File: src/rtl/tetris_pkg.sv
// Shared types and helpers for the falling-piece sequencer and its partners.
package tetris_pkg;

  localparam int BOARD_W_C = 10;
  localparam int BOARD_H_C = 20;

  typedef enum logic [1:0] {
    CMD_LEFT,
    CMD_RIGHT,
    CMD_ROTATE,
    CMD_SOFT_DROP
  } command_t;

  typedef enum logic [2:0] {
    PIECE_I,
    PIECE_O,
    PIECE_T,
    PIECE_S,
    PIECE_Z,
    PIECE_J,
    PIECE_L
  } piece_type_t;

  typedef enum logic [1:0] {
    ROT_0,
    ROT_90,
    ROT_180,
    ROT_270
  } rotation_t;

  // Position is the top-left corner of the piece's 4x4 grid.
  typedef struct packed {
    piece_type_t ptype;
    rotation_t   rot;
    logic [3:0]  x;
    logic [4:0]  y;
  } active_piece_t;

  typedef enum logic [2:0] {
    IDLE,
    SPAWN,
    SPAWN_CHK,
    READY,
    MOVE_CHK,
    LOCK,
    OVER
  } ctrl_state_t;

  typedef enum logic [1:0] {
    MOVE_DOWN,
    MOVE_SIDE,
    MOVE_ROT
  } move_kind_t;

  function automatic rotation_t next_rotation(rotation_t r);
    rotation_t n;
    case (r)
      ROT_0:   n = ROT_90;
      ROT_90:  n = ROT_180;
      ROT_180: n = ROT_270;
      default: n = ROT_0;
    endcase
    return n;
  endfunction

  function automatic active_piece_t make_piece(piece_type_t t, rotation_t r,
                                               logic [3:0] x, logic [4:0] y);
    active_piece_t p;
    p.ptype = t;
    p.rot   = r;
    p.x     = x;
    p.y     = y;
    return p;
  endfunction

endpackage

File: src/rtl/tetris_piece_ctrl_if.sv
// Handshake bundle between the piece sequencer and its environment
// (command source, randomizer, collision checker, board writer).
interface tetris_piece_ctrl_if;
  import tetris_pkg::*;

  logic          start;
  logic          gravity_tick;
  logic          cmd_valid;
  command_t      cmd;
  logic          cmd_ready;
  piece_type_t   next_piece;
  logic          next_piece_ack;
  logic          chk_req;
  active_piece_t chk_piece;
  logic          chk_ack;
  logic          chk_hit;
  logic          lock_req;
  active_piece_t lock_piece;
  logic          lock_ack;
  logic [2:0]    lock_lines;
  active_piece_t piece;
  logic          piece_valid;
  logic [15:0]   lines_total;
  logic          game_over;

  modport master (
    input  start, gravity_tick, cmd_valid, cmd, next_piece,
           chk_ack, chk_hit, lock_ack, lock_lines,
    output cmd_ready, next_piece_ack, chk_req, chk_piece,
           lock_req, lock_piece, piece, piece_valid, lines_total, game_over
  );

  modport slave (
    output start, gravity_tick, cmd_valid, cmd, next_piece,
           chk_ack, chk_hit, lock_ack, lock_lines,
    input  cmd_ready, next_piece_ack, chk_req, chk_piece,
           lock_req, lock_piece, piece, piece_valid, lines_total, game_over
  );

endinterface

File: src/rtl/tetris_move_gen.sv
// Combinational candidate builder: applies one gravity step or one player
// command to the committed piece and flags the board-edge clamps.
module tetris_move_gen
  import tetris_pkg::*;
#(
  parameter int BOARD_W = BOARD_W_C,
  parameter int BOARD_H = BOARD_H_C
) (
  input  active_piece_t piece_i,
  input  command_t      cmd_i,
  input  logic          gravity_i,
  output active_piece_t cand_o,
  output move_kind_t    kind_o,
  output logic          clamp_reject_o,
  output logic          force_lock_o
);

  logic          floor_hit;
  active_piece_t down_piece;

  assign floor_hit  = (piece_i.y == 5'(BOARD_H - 1));
  assign down_piece = make_piece(piece_i.ptype, piece_i.rot, piece_i.x, piece_i.y + 5'd1);

  // Gravity overrides the command; a step off the floor becomes a lock.
  always_comb begin
    cand_o         = piece_i;
    kind_o         = MOVE_DOWN;
    clamp_reject_o = 1'b0;
    force_lock_o   = 1'b0;
    if (gravity_i) begin
      cand_o       = down_piece;
      force_lock_o = floor_hit;
    end else begin
      case (cmd_i)
        CMD_LEFT: begin
          cand_o         = make_piece(piece_i.ptype, piece_i.rot, piece_i.x - 4'd1, piece_i.y);
          kind_o         = MOVE_SIDE;
          clamp_reject_o = (piece_i.x == 4'd0);
        end
        CMD_RIGHT: begin
          cand_o         = make_piece(piece_i.ptype, piece_i.rot, piece_i.x + 4'd1, piece_i.y);
          kind_o         = MOVE_SIDE;
          clamp_reject_o = (piece_i.x == 4'(BOARD_W - 1));
        end
        CMD_ROTATE: begin
          cand_o = make_piece(piece_i.ptype, next_rotation(piece_i.rot), piece_i.x, piece_i.y);
          kind_o = MOVE_ROT;
        end
        default: begin
          cand_o       = down_piece;
          force_lock_o = floor_hit;
        end
      endcase
    end
  end

endmodule

File: src/rtl/tetris_piece_ctrl.sv
// Active-piece sequencer: spawns, moves and locks the falling piece by
// negotiating with the collision checker and the board writer.
module tetris_piece_ctrl
  import tetris_pkg::*;
#(
  parameter int BOARD_W = BOARD_W_C,
  parameter int BOARD_H = BOARD_H_C,
  parameter int SPAWN_X = 3
) (
  input  logic                 clk,
  input  logic                 reset_n,
  tetris_piece_ctrl_if.master  bus
);

  ctrl_state_t   state_q, state_d;
  active_piece_t piece_q, piece_d;
  active_piece_t cand_q, cand_d;
  move_kind_t    kind_q, kind_d;
  logic          piece_valid_q, piece_valid_d;
  logic [15:0]   lines_q, lines_d;
  logic          grav_q, grav_d;
  logic          cmd_ready_q, cmd_ready_d;
  logic          npa_q, npa_d;
  logic          chk_req_q, chk_req_d;
  logic          lock_req_q, lock_req_d;
  logic          game_over_q, game_over_d;

  logic          grav_consume;
  logic          handshake;
  active_piece_t gen_cand;
  move_kind_t    gen_kind;
  logic          gen_reject;
  logic          gen_force;

  function automatic logic [15:0] sat_add(logic [15:0] a, logic [2:0] b);
    logic [16:0] s;
    s = {1'b0, a} + {14'd0, b};
    return s[16] ? 16'hFFFF : s[15:0];
  endfunction

  assign handshake = bus.cmd_valid && cmd_ready_q;

  tetris_move_gen #(
    .BOARD_W (BOARD_W),
    .BOARD_H (BOARD_H)
  ) u_move_gen (
    .piece_i        (piece_q),
    .cmd_i          (bus.cmd),
    .gravity_i      (grav_q),
    .cand_o         (gen_cand),
    .kind_o         (gen_kind),
    .clamp_reject_o (gen_reject),
    .force_lock_o   (gen_force)
  );

  // Next-state, datapath updates and registered output values.
  always_comb begin
    state_d       = state_q;
    piece_d       = piece_q;
    cand_d        = cand_q;
    kind_d        = kind_q;
    piece_valid_d = piece_valid_q;
    lines_d       = lines_q;
    grav_consume  = 1'b0;
    case (state_q)
      IDLE: begin
        if (bus.start) begin
          lines_d = '0;
          state_d = SPAWN;
        end
      end
      SPAWN: begin
        cand_d       = make_piece(bus.next_piece, ROT_0, 4'(SPAWN_X), 5'd0);
        kind_d       = MOVE_DOWN;
        grav_consume = 1'b1;
        state_d      = SPAWN_CHK;
      end
      SPAWN_CHK: begin
        if (bus.chk_ack) begin
          if (bus.chk_hit) begin
            piece_valid_d = 1'b0;
            state_d       = OVER;
          end else begin
            piece_d       = cand_q;
            piece_valid_d = 1'b1;
            state_d       = READY;
          end
        end
      end
      READY: begin
        // Pending gravity is serviced before any command is looked at.
        if (grav_q || handshake) begin
          grav_consume = grav_q;
          if (gen_reject) begin
            state_d = READY;
          end else if (gen_force) begin
            state_d = LOCK;
          end else begin
            cand_d  = gen_cand;
            kind_d  = gen_kind;
            state_d = MOVE_CHK;
          end
        end
      end
      MOVE_CHK: begin
        if (bus.chk_ack) begin
          if (!bus.chk_hit) begin
            piece_d = cand_q;
            state_d = READY;
          end else if (kind_q == MOVE_DOWN) begin
            state_d = LOCK;
          end else begin
            state_d = READY;
          end
        end
      end
      LOCK: begin
        if (bus.lock_ack) begin
          lines_d       = sat_add(lines_q, bus.lock_lines);
          piece_valid_d = 1'b0;
          state_d       = SPAWN;
        end
      end
      OVER: begin
        piece_valid_d = 1'b0;
        if (bus.start) begin
          lines_d = '0;
          state_d = SPAWN;
        end
      end
      default: state_d = IDLE;
    endcase

    grav_d = (grav_q && !grav_consume) ||
             (bus.gravity_tick && (state_q != IDLE) && (state_q != OVER));

    npa_d       = (state_d == SPAWN);
    chk_req_d   = (state_d == SPAWN_CHK) || (state_d == MOVE_CHK);
    lock_req_d  = (state_d == LOCK);
    cmd_ready_d = (state_d == READY) && !grav_d;
    game_over_d = (state_d == OVER);
  end

  // State and output registers; reset clears control and data alike.
  always_ff @(posedge clk) begin
    if (!reset_n) begin
      state_q       <= IDLE;
      piece_q       <= '0;
      cand_q        <= '0;
      kind_q        <= MOVE_DOWN;
      piece_valid_q <= 1'b0;
      lines_q       <= '0;
      grav_q        <= 1'b0;
      cmd_ready_q   <= 1'b0;
      npa_q         <= 1'b0;
      chk_req_q     <= 1'b0;
      lock_req_q    <= 1'b0;
      game_over_q   <= 1'b0;
    end else begin
      state_q       <= state_d;
      piece_q       <= piece_d;
      cand_q        <= cand_d;
      kind_q        <= kind_d;
      piece_valid_q <= piece_valid_d;
      lines_q       <= lines_d;
      grav_q        <= grav_d;
      cmd_ready_q   <= cmd_ready_d;
      npa_q         <= npa_d;
      chk_req_q     <= chk_req_d;
      lock_req_q    <= lock_req_d;
      game_over_q   <= game_over_d;
    end
  end

  assign bus.cmd_ready      = cmd_ready_q;
  assign bus.next_piece_ack = npa_q;
  assign bus.chk_req        = chk_req_q;
  assign bus.chk_piece      = cand_q;
  assign bus.lock_req       = lock_req_q;
  assign bus.lock_piece     = piece_q;
  assign bus.piece          = piece_q;
  assign bus.piece_valid    = piece_valid_q;
  assign bus.lines_total    = lines_q;
  assign bus.game_over      = game_over_q;

endmodule

File: src/flat_wrapper.sv
// flat-port wrapper written by rule: the top's interface ports become plain ports
module tetris_piece_ctrl_flat import tetris_pkg::*;
#(
  parameter int BOARD_W = BOARD_W_C,
  parameter int BOARD_H = BOARD_H_C,
  parameter int SPAWN_X = 3
)
  (clk, reset_n, bus_start, bus_gravity_tick, bus_cmd_valid, bus_cmd, bus_next_piece, bus_chk_ack, bus_chk_hit, bus_lock_ack, bus_lock_lines, bus_cmd_ready, bus_next_piece_ack, bus_chk_req, bus_chk_piece, bus_lock_req, bus_lock_piece, bus_piece, bus_piece_valid, bus_lines_total, bus_game_over);
  tetris_piece_ctrl_if bus_i ();
  input  logic clk;
  input  logic reset_n;
  input wire logic [$bits(bus_i.start)-1:0] bus_start;
  input wire logic [$bits(bus_i.gravity_tick)-1:0] bus_gravity_tick;
  input wire logic [$bits(bus_i.cmd_valid)-1:0] bus_cmd_valid;
  input wire logic [$bits(bus_i.cmd)-1:0] bus_cmd;
  input wire logic [$bits(bus_i.next_piece)-1:0] bus_next_piece;
  input wire logic [$bits(bus_i.chk_ack)-1:0] bus_chk_ack;
  input wire logic [$bits(bus_i.chk_hit)-1:0] bus_chk_hit;
  input wire logic [$bits(bus_i.lock_ack)-1:0] bus_lock_ack;
  input wire logic [$bits(bus_i.lock_lines)-1:0] bus_lock_lines;
  output wire logic [$bits(bus_i.cmd_ready)-1:0] bus_cmd_ready;
  output wire logic [$bits(bus_i.next_piece_ack)-1:0] bus_next_piece_ack;
  output wire logic [$bits(bus_i.chk_req)-1:0] bus_chk_req;
  output wire logic [$bits(bus_i.chk_piece)-1:0] bus_chk_piece;
  output wire logic [$bits(bus_i.lock_req)-1:0] bus_lock_req;
  output wire logic [$bits(bus_i.lock_piece)-1:0] bus_lock_piece;
  output wire logic [$bits(bus_i.piece)-1:0] bus_piece;
  output wire logic [$bits(bus_i.piece_valid)-1:0] bus_piece_valid;
  output wire logic [$bits(bus_i.lines_total)-1:0] bus_lines_total;
  output wire logic [$bits(bus_i.game_over)-1:0] bus_game_over;
  assign bus_i.start = bus_start;
  assign bus_i.gravity_tick = bus_gravity_tick;
  assign bus_i.cmd_valid = bus_cmd_valid;
  assign bus_i.cmd = bus_cmd;
  assign bus_i.next_piece = bus_next_piece;
  assign bus_i.chk_ack = bus_chk_ack;
  assign bus_i.chk_hit = bus_chk_hit;
  assign bus_i.lock_ack = bus_lock_ack;
  assign bus_i.lock_lines = bus_lock_lines;
  assign bus_cmd_ready = bus_i.cmd_ready;
  assign bus_next_piece_ack = bus_i.next_piece_ack;
  assign bus_chk_req = bus_i.chk_req;
  assign bus_chk_piece = bus_i.chk_piece;
  assign bus_lock_req = bus_i.lock_req;
  assign bus_lock_piece = bus_i.lock_piece;
  assign bus_piece = bus_i.piece;
  assign bus_piece_valid = bus_i.piece_valid;
  assign bus_lines_total = bus_i.lines_total;
  assign bus_game_over = bus_i.game_over;
  tetris_piece_ctrl #(.BOARD_W(BOARD_W), .BOARD_H(BOARD_H), .SPAWN_X(SPAWN_X)) u_core (.clk(clk), .reset_n(reset_n), .bus(bus_i));
endmodule
File: config.mk
export PLATFORM = sky130hd
export DESIGN_NAME = tetris_piece_ctrl_flat
export DESIGN_NICKNAME = d
export VERILOG_FILES = /design/src/rtl/tetris_pkg.sv /design/src/rtl/tetris_piece_ctrl_if.sv /design/src/rtl/tetris_move_gen.sv /design/src/rtl/tetris_piece_ctrl.sv /design/src/flat_wrapper.sv
export SDC_FILE = /design/constraint.sdc
export NUM_CORES = 1
export LEC_CHECK = 0
export ABC_AREA = 1
export BUFFER_PORTS_ARGS = -buffer_cell sky130_fd_sc_hd__buf_2
export CAP_MARGIN = 40
export CORE_MARGIN = 2
export CORE_UTILIZATION = 35
export DETAILED_ROUTE_END_ITERATION = 7
export GPL_TIMING_DRIVEN = 0
export PLACE_DENSITY_LB_ADDON = 0.12
export SLEW_MARGIN = 0
export SYNTH_ARGS = -nofsm -noshare
export SYNTH_HDL_FRONTEND = slang
export SYNTH_HIERARCHICAL = 1
export SYNTH_SLANG_ARGS = --single-unit
File: constraint.sdc
create_clock -name clk -period 2 [get_ports clk]
set_input_delay 0.3 -clock clk [delete_from_list [all_inputs] [get_ports clk]]
set_output_delay 0.3 -clock clk [all_outputs]
set_load 0.03 [all_outputs]
==> impl_metrics.env <==
export IMPL_dpl_cell_count=692
export IMPL_syn_cell_area_um2=3370
export IMPL_route_top_layer_used="met4"
export IMPL_post_route_drc_count=0
export IMPL_fp_dieH_um=102
export IMPL_dieArea_um2=10400
export IMPL_tightest_slew_ns=0.724
export IMPL_synthXorXnorAreaFrac=0.0256
export IMPL_report_final_setup_viol=0
export IMPL_tns_ns=0
export IMPL_gpl_final_weighted_congestion=0.864
export IMPL_via_count=3222
export IMPL_worstPathRequired_ns=2.24
export IMPL_avgViaCountPerCell=4.60
export IMPL_final_seq_area_um2=1120
export IMPL_yosys_area_top_type_share=0.333
export IMPL_globalRouteTotalUtil=0.174
export IMPL_met2_length_mm=3.85
export IMPL_setup_repair_after_global_routing_missed_its_margin="false"
export IMPL_grt_pass1_wl_mm=14.4
export IMPL_die_x_um=102
export IMPL_nets=597
export IMPL_root_buffer="sky130_fd_sc_hd__clkbuf_8"
export IMPL_synth_top_family_by_area="simple AND/OR/NAND/NOR gates"
export IMPL_synth_flop_cell="sky130_fd_sc_hd__dfxtp_1"
export IMPL_n_antenna_cell=0
export IMPL_number_of_buffers_between_clock_root_and_the_deepest_sink=2
export IMPL_worstHoldPathType="input port to flip-flop"
export IMPL_final_period_utilization=0.893
export IMPL_port_buffer_count=79
export IMPL_total_power_uw=2700
export IMPL_peakVddDrop_uv=261
export IMPL_postSynth_asyncResetShare=0
export IMPL_critPathKind="flip-flop to flip-flop"
export IMPL_area_growth_pct=19.9
export IMPL_cts_tree="done"
export IMPL_synth_area_leaders="sky130_fd_sc_hd__dfxtp_1 33%, sky130_fd_sc_hd__nand2_1 13%, sky130_fd_sc_hd__nor2_1 6.9%"
export IMPL_clk_transition_reported_paths_ns=0.10
export IMPL_clk_insertion_delay_late_ns=0.31
export IMPL_first_global_vias=2926
export IMPL_mostFrequentLayoutCell="sky130_fd_sc_hd__nand2_1"
export IMPL_multi_input_comb_area_um2=1850
export IMPL_clock_fmax_ghz=0.560
export IMPL_cts_hold_fix_buffers=0
export IMPL_cts_inserted_buffers=5
export IMPL_design_portCount=80
export IMPL_starting_density=0.363
export IMPL_hold_viol=0
export IMPL_synth_area_in_compound_gates=0.142
export IMPL_final_cell_mix="116 x sky130_fd_sc_hd__nand2_1, 81 x sky130_fd_sc_hd__buf_2, 62 x sky130_fd_sc_hd__nor2_1, 56 x sky130_fd_sc_hd__dfxtp_1, 45 x sky130_fd_sc_hd__inv_1"
export IMPL_tritoncts_num_sinks=56
export IMPL_overflow=0
export IMPL_first_pass_iters=4
export IMPL_final_cell_count_no_fill=701
export IMPL_area_of_the_placeable_core_um2=9280
export IMPL_critPathArrivalTime_ns=2.02
export IMPL_synthesized_netlist_cell_count=484
export IMPL_route_layer_met1_wl_mm=4.47
export IMPL_metal3_wl_um=373
export IMPL_antenna_found_initial=0
export IMPL_worst_setup_path_start_kind="flip-flop"
export IMPL_fin_worst_skew_ns=0.00942
export IMPL_routed_wl_mm=8.77
export IMPL_ff2ff_setup_slack_ns=0.21
export IMPL_synth_simple_gate_area_share=0.337
export IMPL_final_fill_count=1018
export IMPL_wl_per_cell_um=12.5
export IMPL_post_synth_mux_area_share=0
export IMPL_path_max_fanout=10
export IMPL_worstSetupEndpointType="flip-flop"
export IMPL_p_per_area_nw_per_um2=669
export IMPL_drt_iter0_markers=145
export IMPL_rows=35
export IMPL_slew_headroom=0.517
export IMPL_antenna_violating_nets_post_route=0
export IMPL_grt_max_degree=17
export IMPL_run_status="complete, no violations"
export IMPL_post_route_cells_drive_above_1_share=0.283
export IMPL_synthesis_nets=510
export IMPL_post_dp_hpwl_mm=6.61
export IMPL_timing_max_transition_violations_final=0
export IMPL_maxCapViolCount=0
export IMPL_p_leak_uw=0.00186
export IMPL_post_synth_num_cell_types=40
export IMPL_htree_num_levels=2
export IMPL_yosys_warnings=6
export IMPL_synth_area_leader_cell="sky130_fd_sc_hd__dfxtp_1"
export IMPL_synth_avg_cell_area_um2=6.96
export IMPL_synth_ff_latch_count=56
export IMPL_post_synth_fa_ha_maj_area_fraction=0.0416
export IMPL_min_period_ns=1.79
export IMPL_synth_edf_count=0
export IMPL_synth_seq_area_share=0.333
-- Yosys cell counts, types with 4 or more instances --
cell type                  instances
sky130_fd_sc_hd__xor2_1            5
sky130_fd_sc_hd__buf_4            18
sky130_fd_sc_hd__ha_1              8
sky130_fd_sc_hd__nor2_1           62
sky130_fd_sc_hd__nand4_1           7
sky130_fd_sc_hd__nand2_2           5
sky130_fd_sc_hd__dfxtp_1          56
sky130_fd_sc_hd__nand2_1         117
sky130_fd_sc_hd__nand3b_1          4
sky130_fd_sc_hd__a21oi_2          11
sky130_fd_sc_hd__inv_2             5
sky130_fd_sc_hd__nand3_1          30
sky130_fd_sc_hd__a21oi_1          26
sky130_fd_sc_hd__o21ai_0          34
sky130_fd_sc_hd__inv_1            45
sky130_fd_sc_hd__nand3_2          10
-- state kept, by name, indices dropped and copies added, names as in the netlist --
register                   cells
u_core/bus.chk_piece          14
u_core/bus.chk_req             1
u_core/bus.cmd_ready           1
u_core/bus.game_over           1
u_core/bus.lines_total        16
u_core/bus.lock_piece         14
u_core/bus.lock_req            1
u_core/bus.next_piece_ack      1
u_core/bus.piece_valid         1
u_core/grav_q                  1
u_core/kind_q                  2
u_core/state_q                 3
-- report_power, final --
group	internal [µW]	switching [µW]
Combinational	257	541
Sequential	1180	67.6
Clock	283	375
-- kinds of logic after synthesis --
logic type | after synthesis
flip-flops | 56
AND/OR/NAND/NOR | 248
adder cells (fa/ha/maj) | 10
buffers and inverters | 81
AO/OA/AOI/OAI | 80
XOR/XNOR | 9
-- layer usage --
layer / global-route usage / vias up
li1: - / 1713
met1: 0.255 / 1437
met2: 0.265 / 65
met3: 0.0280 / 7
met4: 0.0431 / 0
met5: 0 / -
-- worst max-delay path, stage by stage, from the launching register on --
cell and delay, ns:
sky130_fd_sc_hd__dfxtp_1 0.40, sky130_fd_sc_hd__a21oi_4 0.28, sky130_fd_sc_hd__inv_2 0.10, sky130_fd_sc_hd__nand2_2 0.07, sky130_fd_sc_hd__nor2_1 0.08, sky130_fd_sc_hd__o21ai_4 0.19
sky130_fd_sc_hd__nand2_4 0.12, sky130_fd_sc_hd__inv_4 0.11, sky130_fd_sc_hd__buf_8 0.15, sky130_fd_sc_hd__nand3_2 0.08, sky130_fd_sc_hd__a21oi_2 0.12
-- metrics by stage --
step | hold WS, ns | area, µm² | setup WS, ns | utilization
floorplan | 0.438 | 3370 | 0.160 | -
global placement | 0.453 | 3930 | 0.0173 | 0.423
detailed placement | 0.465 | 3930 | 0.0137 | 0.423
CTS | 0.272 | 4020 | 0.103 | 0.433
global route | 0.293 | 4040 | 0.00638 | 0.435
finish | 0.289 | 4040 | 0.214 | 0.435
-- final cells by class --
class / count / area share
Inverter: 52 / 0.0496
Sequential cell: 56 / 0.277
Buffer: 29 / 0.0511
Clock buffer: 7 / 0.0214
Multi-Input combinational cell: 347 / 0.459
Clock inverter: 1 / 0.00186
Timing Repair Buffer: 80 / 0.0997
Tap cell: 129 / 0.0400
-- final timing paths --
| path | from | cells after the start | to |
|---|---|---|---|
| min | reset_n | 3 | u_core/bus.lock_piece[13] |
| min reg2reg | u_core/bus.piece_valid | 2 | u_core/bus.piece_valid |
| max reg2reg | u_core/grav_q | 10 | u_core/bus.chk_piece[2] |
| max | u_core/grav_q | 10 | u_core/bus.chk_piece[2] |
-- repair_timing --
action,4_1_cts,5_1_grt
endpoints found under the setup margin,0,29
gates resized for setup,0,5
setup buffers,0,1
Note: power is estimated with default switching activity, not from simulation.
